--- src/rtl/sclk_gen.sv ---
// Programmable serial-clock generator with edge and word-framing strobes.
// Define SCLK_GEN_WORD_GAP_EN to insert one idle sclk period between back-to-back words.
module sclk_gen #(
  parameter int unsigned DIV_BITS  = 8,
  parameter int unsigned WORD_BITS = 5
) (
  input  logic                 clk,
  input  logic                 reset,
  input  logic                 enable,
  input  logic [DIV_BITS-1:0]  div,
  input  logic                 cpol,
  input  logic [WORD_BITS-1:0] word_len,
  output logic                 sclk,
  output logic                 lead_edge,
  output logic                 trail_edge,
  output logic                 sclk_pos_edge,
  output logic                 sclk_neg_edge,
  output logic                 word_start,
  output logic                 word_done,
  output logic [WORD_BITS-1:0] bit_idx,
  output logic                 busy
);

  typedef enum logic [1:0] {StIdle, StRun, StGap} state_e;

  state_e               state_q, state_d;
  logic [DIV_BITS-1:0]  cnt_q, cnt_d;
  logic [DIV_BITS-1:0]  div_q, div_d;
  logic                 cpol_q, cpol_d;
  logic [WORD_BITS-1:0] wl_q, wl_d;
  logic [WORD_BITS-1:0] bit_q, bit_d;
  logic                 sclk_q, sclk_d;
  logic                 lead_q, lead_d;
  logic                 trail_q, trail_d;
  logic                 pos_q, pos_d;
  logic                 neg_q, neg_d;
  logic                 start_q, start_d;
  logic                 done_q, done_d;
  logic                 busy_q, busy_d;
  logic                 cur_sclk;
  logic                 lead_now;
`ifdef SCLK_GEN_WORD_GAP_EN
  logic [DIV_BITS:0]    gap_q, gap_d;
`endif

  always_comb begin
    state_d  = state_q;
    cnt_d    = cnt_q;
    div_d    = div_q;
    cpol_d   = cpol_q;
    wl_d     = wl_q;
    bit_d    = bit_q;
    sclk_d   = sclk_q;
    lead_d   = 1'b0;
    trail_d  = 1'b0;
    pos_d    = 1'b0;
    neg_d    = 1'b0;
    start_d  = 1'b0;
    done_d   = 1'b0;
    cur_sclk = sclk_q;
    lead_now = 1'b0;
`ifdef SCLK_GEN_WORD_GAP_EN
    gap_d    = gap_q;
`endif

    case (state_q)
      StIdle: begin
        sclk_d = cpol;
        bit_d  = '0;
        cnt_d  = '0;
        if (enable) begin
          state_d = StRun;
          div_d   = div;
          cpol_d  = cpol;
          wl_d    = word_len;
        end
      end

      StRun: begin
        // The cycle showing word_done is the word boundary; enable is sampled at its end.
        if (done_q && !enable) begin
          state_d = StIdle;
          sclk_d  = cpol_q;
        end
`ifdef SCLK_GEN_WORD_GAP_EN
        else if (done_q) begin
          state_d = StGap;
          div_d   = div;
          cpol_d  = cpol;
          wl_d    = word_len;
          sclk_d  = cpol;
          gap_d   = '0;
        end
`endif
        else begin
          if (done_q) begin
            // Re-latch; the new word starts from the new idle level with the counter running.
            div_d    = div;
            cpol_d   = cpol;
            wl_d     = word_len;
            cur_sclk = cpol;
          end
          if (cnt_q == div_d) begin
            cnt_d    = '0;
            sclk_d   = ~cur_sclk;
            lead_now = (cur_sclk == cpol_d);
            lead_d   = lead_now;
            trail_d  = ~lead_now;
            pos_d    = ~cur_sclk;
            neg_d    = cur_sclk;
            start_d  = lead_now && (bit_q == '0);
            if (!lead_now) begin
              if (bit_q == wl_q) begin
                done_d = 1'b1;
                bit_d  = '0;
              end else begin
                bit_d = bit_q + 1'b1;
              end
            end
          end else begin
            cnt_d  = cnt_q + 1'b1;
            sclk_d = cur_sclk;
          end
        end
      end

`ifdef SCLK_GEN_WORD_GAP_EN
      StGap: begin
        sclk_d = cpol_q;
        // Exit edge lands 2*(div+1) cycles after word_done.
        if (gap_q == {div_q, 1'b0}) begin
          cnt_d   = '0;
          gap_d   = '0;
          state_d = enable ? StRun : StIdle;
        end else begin
          gap_d = gap_q + 1'b1;
        end
      end
`endif

      default: state_d = StIdle;
    endcase

    busy_d = (state_d != StIdle);
  end

  always_ff @(posedge clk) begin
    if (reset) begin
      state_q <= StIdle;
      cnt_q   <= '0;
      div_q   <= '0;
      cpol_q  <= 1'b0;
      wl_q    <= '0;
      bit_q   <= '0;
      sclk_q  <= 1'b0;
      lead_q  <= 1'b0;
      trail_q <= 1'b0;
      pos_q   <= 1'b0;
      neg_q   <= 1'b0;
      start_q <= 1'b0;
      done_q  <= 1'b0;
      busy_q  <= 1'b0;
`ifdef SCLK_GEN_WORD_GAP_EN
      gap_q   <= '0;
`endif
    end else begin
      state_q <= state_d;
      cnt_q   <= cnt_d;
      div_q   <= div_d;
      cpol_q  <= cpol_d;
      wl_q    <= wl_d;
      bit_q   <= bit_d;
      sclk_q  <= sclk_d;
      lead_q  <= lead_d;
      trail_q <= trail_d;
      pos_q   <= pos_d;
      neg_q   <= neg_d;
      start_q <= start_d;
      done_q  <= done_d;
      busy_q  <= busy_d;
`ifdef SCLK_GEN_WORD_GAP_EN
      gap_q   <= gap_d;
`endif
    end
  end

  assign sclk          = sclk_q;
  assign lead_edge     = lead_q;
  assign trail_edge    = trail_q;
  assign sclk_pos_edge = pos_q;
  assign sclk_neg_edge = neg_q;
  assign word_start    = start_q;
  assign word_done     = done_q;
  assign bit_idx       = bit_q;
  assign busy          = busy_q;

endmodule
--- config.mk ---
export PLATFORM = sky130hd
export DESIGN_NAME = sclk_gen
export DESIGN_NICKNAME = d
export VERILOG_FILES = /design/src/rtl/sclk_gen.sv
export SDC_FILE = /design/constraint.sdc
export NUM_CORES = 1
export LEC_CHECK = 0
export CORE_UTILIZATION = 40
export CTS_BUF_LIST = sky130_fd_sc_hd__clkbuf_16
export DETAILED_ROUTE_END_ITERATION = 10
export GPL_TIMING_DRIVEN = 0
export PLACE_DENSITY = 0.65
export SETUP_SLACK_MARGIN = 0.1
export SYNTH_ARGS = -nofsm -noshare
export SYNTH_HDL_FRONTEND = slang
export SYNTH_SLANG_ARGS = --single-unit
--- constraint.sdc ---
create_clock -name clk -period 2.7 [get_ports clk]
set_input_delay 0.675 -clock clk [delete_from_list [all_inputs] [get_ports clk]]
set_output_delay 0.675 -clock clk [all_outputs]
set_load 0.02 [all_outputs]
# Word-level counts from Yosys, hierarchy flattened
# Index checks and enable logic that the tools add are counted.
[op_classes] addsub=2 eq_ne=9 n_mux=34 bitwise_logic=4 reduce_logical=13
[op_table] operator="$mux W8" n=7
[op_table] operator="$mux W5" n=7
[op_table] operator="$pmux W8 S2" n=2
[op_table] operator="$pmux W5 S2" n=2
[op_table] operator="$mux W1" n=11
[op_table] operator="$ne A2 B2 Y1 const B" n=5
[op_table] operator="$add A8 B1 Y8 const B" n=1
[op_table] operator="$eq A8 B8 Y1" n=1
[op_table] operator="$reduce_and A4 Y1" n=2
[op_table] operator="$add A5 B1 Y5 const B" n=1
[op_table] operator="$eq A5 B5 Y1" n=1
[op_table] operator="$logic_not A5 Y1" n=1
[op_table] operator="$reduce_or A5 Y1" n=1
[op_table] operator="$mux W2" n=2
[op_table] operator="$not A1 Y1" n=4
[op_table] operator="$pmux W1 S2" n=2
[op_table] operator="$pmux W2 S2" n=1
[op_table] operator="$reduce_bool A2 Y1" n=2
[op_table] operator="$reduce_or A4 Y1" n=1
[op_table] operator="$reduce_and A3 Y1" n=1
[op_table] operator="$eq A2 B1 Y1 const B" n=1
[op_table] operator="$logic_and A1 B1 Y1" n=2
[op_table] operator="$logic_not A2 Y1" n=1
[op_table] operator="$reduce_and A2 Y1" n=1
[op_table] operator="other kinds (2)" n=2
[word_totals] register_bits=37 output_inout_bits=13 elab_cells=76

# Logic depth before layout (Yosys ltp)
# Gate-level depths: netlist of run 1.
[logic_depth] ltp_word=9 ltp_mapped=9 depth_no_buf=6

# Worst setup path after synthesis of run 1
# Ideal clock, no wire load.
[synth_timing] kind="register to register" from="reg done_q (netlist: word_done)" to="reg start_q (netlist: word_start)" setup_ps=73 t_arrival_ps=2285 required_time_ps=2627 slack_ps=342 path_stages_with_launch=10 path_buffers=3 cell_sequence="dfxtp_1 -> buf_6 -> buf_8 -> mux2i_1 -> xnor2_1 -> nor4_2 -> nand2_2 -> or4_4 -> buf_6 -> nor3_4"
[synth_between] elab_chain_len=6
[synth_rtl] element="from (decl)" line_no="38" text="logic done_q, done_d;"
[synth_rtl] element="from (signal assigned)" line_no="179" text="done_q <= done_d;"
[synth_rtl] element="$mux W8" line_no="96" text="if (done_q) begin"
[synth_rtl] element="$mux W8" line_no="81" text="if (done_q && !enable) begin"
[synth_rtl] element="$mux W8" line_no="66" text="case (state_q)"
[synth_rtl] element="$eq A8 B8 Y1" line_no="103" text="if (cnt_q == div_d) begin"
[synth_rtl] element="$not A1 Y1 (no line)"
[synth_rtl] element="$reduce_or A4 Y1 (no line)"
[synth_rtl] element="to (signal assigned)" line_no="178" text="start_q <= start_d;"
[synth_rtl] element="to (decl)" line_no="37" text="logic start_q, start_d;"
# Several ways; a longest one is shown, not always the timed one. The select of a mux whose other input is x is not followed.
# A chain may end at the register's enable or synchronous reset.

# Worst setup path in the final report of run 1
[layout_timing] from="in div[0]" to="reg done_q (netlist: word_done)"
[layout_between] elab_chain_len=6
[layout_rtl] element="from (decl)" line_no="10" text="input logic [DIV_BITS-1:0] div,"
[layout_rtl] element="$mux W8" line_no="96"
[layout_rtl] element="$mux W8" line_no="81"
[layout_rtl] element="$mux W8" line_no="66"
[layout_rtl] element="$eq A8 B8 Y1" line_no="103"
[layout_rtl] element="$not A1 Y1 (no line)"
[layout_rtl] element="$reduce_or A5 Y1 (no line)"
# Every way passes these cells. The select of a mux whose other input is x is not followed.

==> flow_metrics.py, run 1 <==
metrics = {
    "logic_synthesis": {
        "yosysWarnings": 0,
        "synth_cell_types": 38,
        "synth_xor_area_share_pct": 10.4,
        "synth_fa_ha_area_share_pct": 2.13,
        "avgSynthCellArea_um2": 9.54,
        "syn-num-nets": 205,
        "synth_ff_type": "dfxtp_1",
        "synth_compound_area_share_pct": 7.80,
        "synthCells": 185,
        "muxShareOfSynthArea_pct": 13.0,
        "synth_top_family_by_area": "simple AND/OR/NAND/NOR gates",
        "ys_seq_area_share_pct": 42.0,
        "async_flop_share_pct": 0,
        "synth-seq-cells": 37,
        "yosys.area_share.simple_pct": 20.6,
        "synth_edf_count": 0,
        "syn_area_um2": 1770,
    },
    "drt": {
        "dr.pass1.iters": 3,
        "final_antenna_net_count": 0,
        "viasPerCell": 4.96,
        "drc_errors": 0,
        "dr.first_iter.drc_count": 32,
        "wl_per_cell_um": 12.8,
        "via_count": 1373,
        "routed_wl_mm": 3.54,
    },
    "clocking": {
        "cts_tree": "built",
        "postCtsHoldBufs": 0,
        "cts.sinks": 37,
        "clkLatencyLatePin_ps": 280,
        "cts_buffers": 5,
        "cts-root-buf": "clkbuf_16",
        "cts.htree.levels": 2,
        "clock_path_buffers": 2,
        "clk_pin_slew_ps": 50,
    },
    "final_layout": {
        "fin_area_um2": 2340,
        "final_cell_mix": "dfxtp_1, nor2_1, clkdlybuf4s50_1",
        "nets": 246,
        "synthToLayoutAreaGrowth_pct": 32.3,
        "drive_gt1_share_pct": 10.6,
        "final_cells": 277,
        "final_common_cell": "dfxtp_1",
        "n_antenna_cell": 0,
    },
    "critical_path": {
        "critPathLaunchType": "input pin",
        "required_ps": 2890,
        "worstReg2RegStart": "word_done$_SDFF_PP0_",
        "crit_path_start": "div[0]",
        "crit_path_end": "word_done$_SDFF_PP0_",
        "critPathKind": "in -> reg",
        "r2r_cells": 9,
        "critPathMaxFanout": 6,
        "worst-r2r-setup-slack_ps": 350,
        "endpoint_kind": "flop",
        "arrival_ps": 2700,
        "r2r_end": "word_done$_SDFF_PP0_",
    },
    "sta": {
        "finalSetupViolations": 0,
        "hold_violations": 0,
        "slew_headroom_pct": 63.0,
        "slew_viol_final": 0,
        "tightest_slew_ps": 550,
        "clock_skew_ps": 5.41,
        "finalCriticalPeriod_ps": 2520,
        "rsz0062_at_grt": "no",
        "min_period_over_period_pct": 93.3,
        "fmax_ghz": 0.397,
    },
    "hold_path": {
        "min_path_type": "reg -> reg",
    },
    "global_routing": {
        "grt_max_degree": 12,
        "grt_pass1_vias": 1300,
        "antenna_found_initial": 0,
        "overflow": 0,
        "grt_usage_pct": 17.9,
        "grt_first_pass_wirelength_mm": 5.96,
    },
    "placed_design": {
        "dp.cells": 264,
        "postPlaceCellArea_um2": 2120,
        "dp_hpwl_mm": 2.58,
        "numPortBuffers": 29,
        "gp_congestion": 0.765,
    },
    "die": {
        "initial_core_util_pct": 42.9,
        "core_area_um2": 4120,
        "die_w_um": 68.4,
        "floorplan.die_area_um2": 4680,
        "die_h_um": 68.4,
        "num_io_pins": 30,
        "fp-row-count": 23,
    },
    "pwr": {
        "irDropWorstVdd_uv": 368,
        "power_leakage_nw": 0.851,
        "power_density_nw_per_um2": 588,
    },
    "run": {
        "cap_violations": 0,
    },
    "outcome": {
        "outcome": "completed",
    },
}
## critical path, cell delays in order
cell and delay (ps):
clkdlybuf4s50_1 500, mux2i_1 100, xnor2_1 140, nor4_2 350, nand2_2 140, or4_4 490, buf_6 150, nor4_4 150
## where the power goes
| part | switching (mW) | internal (mW) |
|---|---|---|
| Sequential | 0.00993 | 0.561 |
| Clock | 0.214 | 0.429 |
| Combinational | 0.0764 | 0.0829 |
## timing repair
| item | 4_1_cts | 5_1_grt |
|---|---|---|
| gates resized for setup | 1 | 2 |
| setup buffers | 2 | 3 |
| endpoints found under the setup margin | 6 | 24 |
| pin swaps | 2 | 2 |
## sequential cells by signal, summed over array words and instances (netlist names), 2 cells and up
signal	count
div_q	8
wl_q	5
cnt_q	8
bit_idx	5
state_q	2
## cells in the mapped netlist, types with 2 or more instances
cell      number  share of area [%]
dfxtp_1       37                 42
nor2_1        35                7.4
mux2i_1       23                 13
xnor2_1       17                8.4
o21ai_0        7                2.0
nand3_1        6                1.7
a21oi_1        5                1.4
nor2b_1        5                1.8
inv_1          4               0.85
nand2_1        4               0.85
xor2_1         4                2.0
clkbuf_1       3               0.64
ha_1           3                2.1
nand2b_1       3                1.1
o31ai_1        3                1.3
buf_6          2                1.3
nor3_1         2               0.57
nor4_2         2                1.4
## area by class of cell
class,count,area (µm²)
buffer,7,53.8
clock buffer,5,125
clock inverter,3,37.5
fill,381,1780
inverter,4,15.0
multi-input combinational,137,973
sequential,37,741
tap,50,62.6
timing repair buffer,34,328
## metal layers
layer  track usage (%)  wire [µm]  vias to the layer above
met3              4.50        114                        8
met1              20.9       1740                      623
met5                 0          0                        -
met4              8.59         68                        0
met2              30.4       1610                       27
li1                  -          -                      715
## worst min path at each step
stage | cells after the start | startpoint | end | slack (ps)
floorplan | 2 | div_q[0]$_SDFFE_PP0P_ | div_q[0]$_SDFFE_PP0P_ | 460
global placement | 2 | div_q[3]$_SDFFE_PP0P_ | div_q[3]$_SDFFE_PP0P_ | 470
detailed placement | 2 | div_q[6]$_SDFFE_PP0P_ | div_q[6]$_SDFFE_PP0P_ | 480
CTS | 2 | div_q[6]$_SDFFE_PP0P_ | div_q[6]$_SDFFE_PP0P_ | 500
global route | 2 | div_q[5]$_SDFFE_PP0P_ | div_q[5]$_SDFFE_PP0P_ | 540
finish | 2 | div_q[6]$_SDFFE_PP0P_ | div_q[6]$_SDFFE_PP0P_ | 490
## stage by stage
step | hold WS [ps] | TNS (ps) | setup slack, ps | total power [mW] | util (%)
6_report | 489 | 0 | 181 | 1.37 | 56.8
5_1_grt | 538 | 0 | 88.6 | 1.43 | 56.8
4_1_cts | 496 | 0 | 108 | 1.37 | 56.0
3_5_place_dp | 483 | -3180 | -284 | 0.719 | 51.5
3_3_place_gp | 472 | -2930 | -278 | 0.717 | 51.5
2_1_floorplan | 460 | 0 | 342 | 0.667 | -
## logic make-up after synthesis
family | Yosys count
AOI/OAI and AO/OA | 22
and+or+nand+nor | 67
xor gates and xnor gates | 21
DFF | 37
buffers and inverters | 11
muxes | 23
other | 1
adders and majority gates | 3
No activity file was read; power rests on OpenSTA's default activity.
==> run 2, diff against run 1 <==
CTS_CLUSTER_DIAMETER = 50   (was unset)
HOLD_SLACK_MARGIN = 0.02   (was unset)
==> results of run 2 <==
No change in the layout: final DEF, timing and power equal those of run 1.
==> run 3, diff against run 2 <==
CORE_MARGIN = 2   (was unset)
==> run 3 against run 2 <==
  * Clock power decreased by 15%
  * Critical path type unchanged
  * First-iteration DRC count grew 110%
  * Sequential cell count unchanged
  * Fmax up 3.7%
  * Final area shrank 1.7%
  * Sequential share of layout area is 0.54 points higher
==> flow_metrics.py, run 3 (synthesis results as in run 1) <==
metrics = {
    "clocking": {
        "clkLatencyLatePin_ps": 280,
        "postCtsHoldBufs": 0,
        "cts.htree.levels": 2,
        "cts_tree": "built",
        "cts_buffers": 5,
        "clk_pin_slew_ps": 50,
        "cts.sinks": 37,
        "cts-root-buf": "clkbuf_16",
        "clock_path_buffers": 2,
    },
    "drt": {
        "drc_errors": 0,
        "dr.pass1.iters": 4,
        "wl_per_cell_um": 12.8,
        "viasPerCell": 5.04,
        "final_antenna_net_count": 0,
        "dr.first_iter.drc_count": 67,
        "routed_wl_mm": 3.56,
        "via_count": 1400,
    },
    "final_layout": {
        "synthToLayoutAreaGrowth_pct": 30.1,
        "final_cell_mix": "dfxtp_1, nor2_1, clkdlybuf4s50_1",
        "top_regs": "cnt_q (8), div_q (8)",
        "final_common_cell": "dfxtp_1",
        "multi_input_area_um2": 961,
        "n_fill_cell": 413,
        "drive_gt1_share_pct": 10.2,
        "n_antenna_cell": 0,
        "fin_area_um2": 2300,
        "nets": 245,
        "register_area_um2": 741,
    },
    "sta": {
        "rsz0062_at_grt": "no",
        "finalSetupViolations": 0,
        "tns_ps": 0,
        "fmax_ghz": 0.411,
        "slew_viol_final": 0,
        "whs_ps": 488,
        "clock_skew_ps": 3.38,
        "finalWorstSetupSlack_ps": 270,
        "hold_violations": 0,
        "finalCriticalPeriod_ps": 2430,
        "tightest_slew_ps": 580,
        "slew_headroom_pct": 61.1,
        "min_period_over_period_pct": 90.0,
    },
    "pwr": {
        "design_power_total_mw": 1.27,
        "power_leakage_nw": 0.843,
        "irDropWorstVdd_uv": 293,
        "power_density_nw_per_um2": 552,
    },
    "die": {
        "initial_core_util_pct": 41.1,
        "num_io_pins": 30,
        "core_area_um2": 4290,
        "die_w_um": 70.4,
        "die_h_um": 70.4,
        "fp-row-count": 24,
        "floorplan.die_area_um2": 4960,
    },
    "run": {
        "cap_violations": 0,
    },
    "critical_path": {
        "arrival_ps": 2640,
        "critPathSlowestCell": "clkdlybuf4s50_1",
        "crit_buf_inv": 2,
        "crit_chain": "clkdlybuf4s50_1, mux2i_1, xnor2_1, nor4_2, nand2_2, or4_4, buf_6, nor3_4",
        "critPathMaxFanout": 6,
        "critPathLaunchType": "input pin",
        "critPathMaxStageDelay_ps": 480,
        "required_ps": 2910,
        "worst_path_dominant_cell_family": "simple AND/OR/NAND/NOR gates",
        "critPathKind": "in -> reg",
        "endpoint_kind": "flop",
    },
    "global_routing": {
        "grt_max_degree": 12,
        "grt_first_pass_wirelength_mm": 6.00,
        "grt_usage_pct": 15.2,
        "grt_pass1_vias": 1352,
        "antenna_found_initial": 0,
        "overflow": 0,
    },
    "placed_design": {
        "postPlaceCellArea_um2": 2120,
        "pre_cts_slack_ps": -265,
        "gp_congestion": 0.783,
        "numPortBuffers": 29,
        "dp_hpwl_mm": 2.61,
    },
    "hold_path": {
        "min_path_type": "reg -> reg",
    },
    "outcome": {
        "outcome": "completed",
    },
}
[run 3: final cells by class]
cell class	count	share of cell area (%)
Clock inverter	3	0.599
Sequential cell	37	32.2
Tap cell	52	2.83
Timing Repair Buffer	33	14.1
Inverter	4	0.654
Multi-Input combinational cell	137	41.8
Clock buffer	5	5.45
Buffer	7	2.34
[run 3: metrics by stage]
| stage | instances | util, % |
|---|---|---|
| finish | 278 | 53.5 |
| global route | 278 | 53.5 |
| CTS | 276 | 53.0 |
| detailed placement | 266 | 49.4 |
| global placement | 266 | 49.4 |
| floorplan | 185 | - |
[run 3: timing repair]
action                     in CTS  in global routing
buffers inserted                2                  2
setup endpoints to repair       6                 16
pin swaps                       2                  6
gates resized for setup         0                  2
[run 3: power by group]
group          internal [mW]  switching (mW)
Sequential             0.561         0.00989
Clock                  0.335           0.211
Combinational         0.0771          0.0742
[run 3: layer usage]
metal	up-vias	track usage (%)	share of wire (%)
li1	708	-	-
met4	0	5.13	0.82
met3	4	3.90	4.2
met2	28	26.0	49
met1	660	18.4	46
met5	-	0	0
[run 3: path summary, 6_finish.rpt]
check / from / end / slack, ps / cells after the start
worst max-delay path: div[4] / word_start$_SDFF_PP0_ / 270 / 8
worst max register to register: word_done$_SDFF_PP0_ / word_start$_SDFF_PP0_ / 390 / 9
worst min register to register: div_q[6]$_SDFFE_PP0P_ / div_q[6]$_SDFFE_PP0P_ / 490 / 2
worst min-delay path: div_q[6]$_SDFFE_PP0P_ / div_q[6]$_SDFFE_PP0P_ / 490 / 2
[run 3: tightest hold or removal path, delay by kind of cell (launching register included)]
kind,cells,cell delay (ps)
flip-flops,1,320
multiplexers,1,60
AND/OR/NAND/NOR,1,70
==> patch (config.mk and constraints of run 2) <==
Encoding of `state_e`: now one-hot (3 bits for 3 states).
--- a/src/rtl/sclk_gen.sv
+++ b/src/rtl/sclk_gen.sv
@@ -21,7 +21,7 @@
   output logic                 busy
 );
 
-  typedef enum logic [1:0] {StIdle, StRun, StGap} state_e;
+  typedef enum logic [2:0] {StIdle = 3'b001, StRun = 3'b010, StGap = 3'b100} state_e;
 
   state_e               state_q, state_d;
   logic [DIV_BITS-1:0]  cnt_q, cnt_d;
Behaviour: no difference found for any inputs over 10 cycles, from zero or initial values and one cycle with reset high; not proved beyond that.
==> patch against run 2 <==
  * Synthesized cell count rose by 4.3%
  * Sequential share of layout area rose by 0.51 points
  * Cell area rose by 1.1%
  * Global-route usage fell by 2.1 points
  * Power fell by 7.8%
  * Combinational power fell by 10%
  * Sequential cell count rose by 1
  * Setup slack improved by 140 ps
  * Synthesized area rose by 6.1%
  * Routed wire length did not move
  * Critical path type unchanged
  * Largest cell class unchanged
  * Largest power group is now registers
  * Highest routed layer unchanged
==> patch: results (changes against run 2) <==
Placed design
  • Dpl hpwl: 2600 µm (+0.79%)
  • RePlAce Congestion: 0.803 (+5.0%)
  • Worst slack, placed: 26.5 ps (+310 ps)
  • Placed cell area: 2230 µm² (+5.2%)

Yosys
  • Mapped Cells: 193 (+4.3%)
  • Post-Syn Nets: 213 (+3.9%)
  • Number of distinct library cells after synthesis: 43 (+13%)
  • Sequential area share after synthesis: 40.6% (-1.3 points)
  • Synth Area in Compound Gates: 7.95% (+0.15 points)
  • Post-Synth XOR/XNOR Area: 9.35% (-1.1 points)
  • Leading post-synthesis cells by cell area: dfxtp_1 (41%), mux2i_1 (12%), xnor2_1 (7.5%), nor2_1 (6.2%), nor4_4 (2.3%)
  • Top cells by count, synth: dfxtp_1 (38), nor2_1 (31), mux2i_1 (22)
  • Synth Area in Adders: 2.00% (-0.12 points)
  • Multiplexer share of the synthesized area: 13.0% (-0.081 points)

Route
  • Via density: 5.06 (+2.1%)
  • Vias: 1,422 (+3.6%)
  • Initial DRT Pass Iterations: 4 (+1)
  • DR iter-0 viols: 52 (+63%)
  • Final wirelength: 3540 µm (unchanged)

Timing
  • Clock Skews: 4.98 ps (-0.424 ps)
  • Slew HR: 62.2% (-0.78 points)

Power and ir drop
  • Worst vdd ir: 0.235 mV (-36%)
  • Pleak: 0.912 nW (+7.1%)

GRT
  • Vias in the first global route: 1,267 (-2.5%)
  • Largest net degree at the start of global routing: 11 (-1)
  • Gr usage total: 15.8% (-2.1 points)
  • First-pass GRT wire length: 6020 µm (+1.0%)

Layout
  • Nets: 249 (+1.2%)
  • Share of cells above drive strength 1: 9.61% (-0.97 points)

CTS
  • Max Root-Sink Buffers: 2 (unchanged)
  • Post-CTS resize count: 0 (-1)
  • Postcts setup bufs: 0 (-2)

Run status
  • Status: complete, no violations

Worst hold path
  • Hold crit path type: reg2reg

Worst setup path
  • Crit path DAT: 2600 ps (-100 ps)
patch: cell types whose count changed after synthesis, sizes merged, moves of 3 or more:
cell and change:
o21ai -7, nor2 -4, nor3 +4, nor2b -3, o31ai -3
patch: path summary, 6_finish.rpt:
kind                 to  slack (ps)       from  cells after the start
max          bit_idx[0]         320     div[6]                      7
min            div_q[6]         490   div_q[6]                      2
max reg2reg  bit_idx[0]         550  word_done                      8
min reg2reg    div_q[6]         490   div_q[6]                      2
patch: per-stage QoR:
step                      hold slack [ps]  utilization (%)
after floorplan                       460                -
after global placement                474             50.5
after detailed placement              480             50.5
after CTS                             495             53.5
after global routing                  528             53.5
final                                 489             53.5
patch: where the power goes:
group	leakage, nW	switching [mW]	total [mW]	internal, mW
Sequential	0.308	0.00923	0.585	0.576
Combinational	0.531	0.0716	0.143	0.0715
Clock	0.0723	0.209	0.539	0.330
patch: final cells by class:
cell class,count,area [µm²]
plain buffers,6,56.3
clock buffers,5,125
clock inverters,2,7.51
fillers,428,2050
inverters,6,22.5
multi-input cells,143,1030
flip-flops and latches,38,761
well taps,52,65.1
repair buffers,29,290
patch: cell families after synthesis:
group                    Yosys count
AND/OR/NAND/NOR                   76
flip-flops                        38
multiplexers                      24
XOR/XNOR                          20
AO/OA/AOI/OAI                     19
buffers and inverters             12
adder cells (fa/ha/maj)            3
other                              1
patch: routing by layer:
metal | up-vias | share of wire (%) | track usage, %
met1 | 650 | 51 | 20.6
met4 | 0 | 2.1 | 7.33
met5 | - | 0 | 0
met3 | 8 | 3.8 | 5.48
li1 | 742 | - | -
met2 | 22 | 43 | 23.4
patch: critical path, cell delays in order:
cell,delay [ps]
clkdlybuf4s50_1,480
mux2i_1,90
xnor2_1,190
nor4_4,450
nand3_1,230
nor3_1,290
mux2_2,200
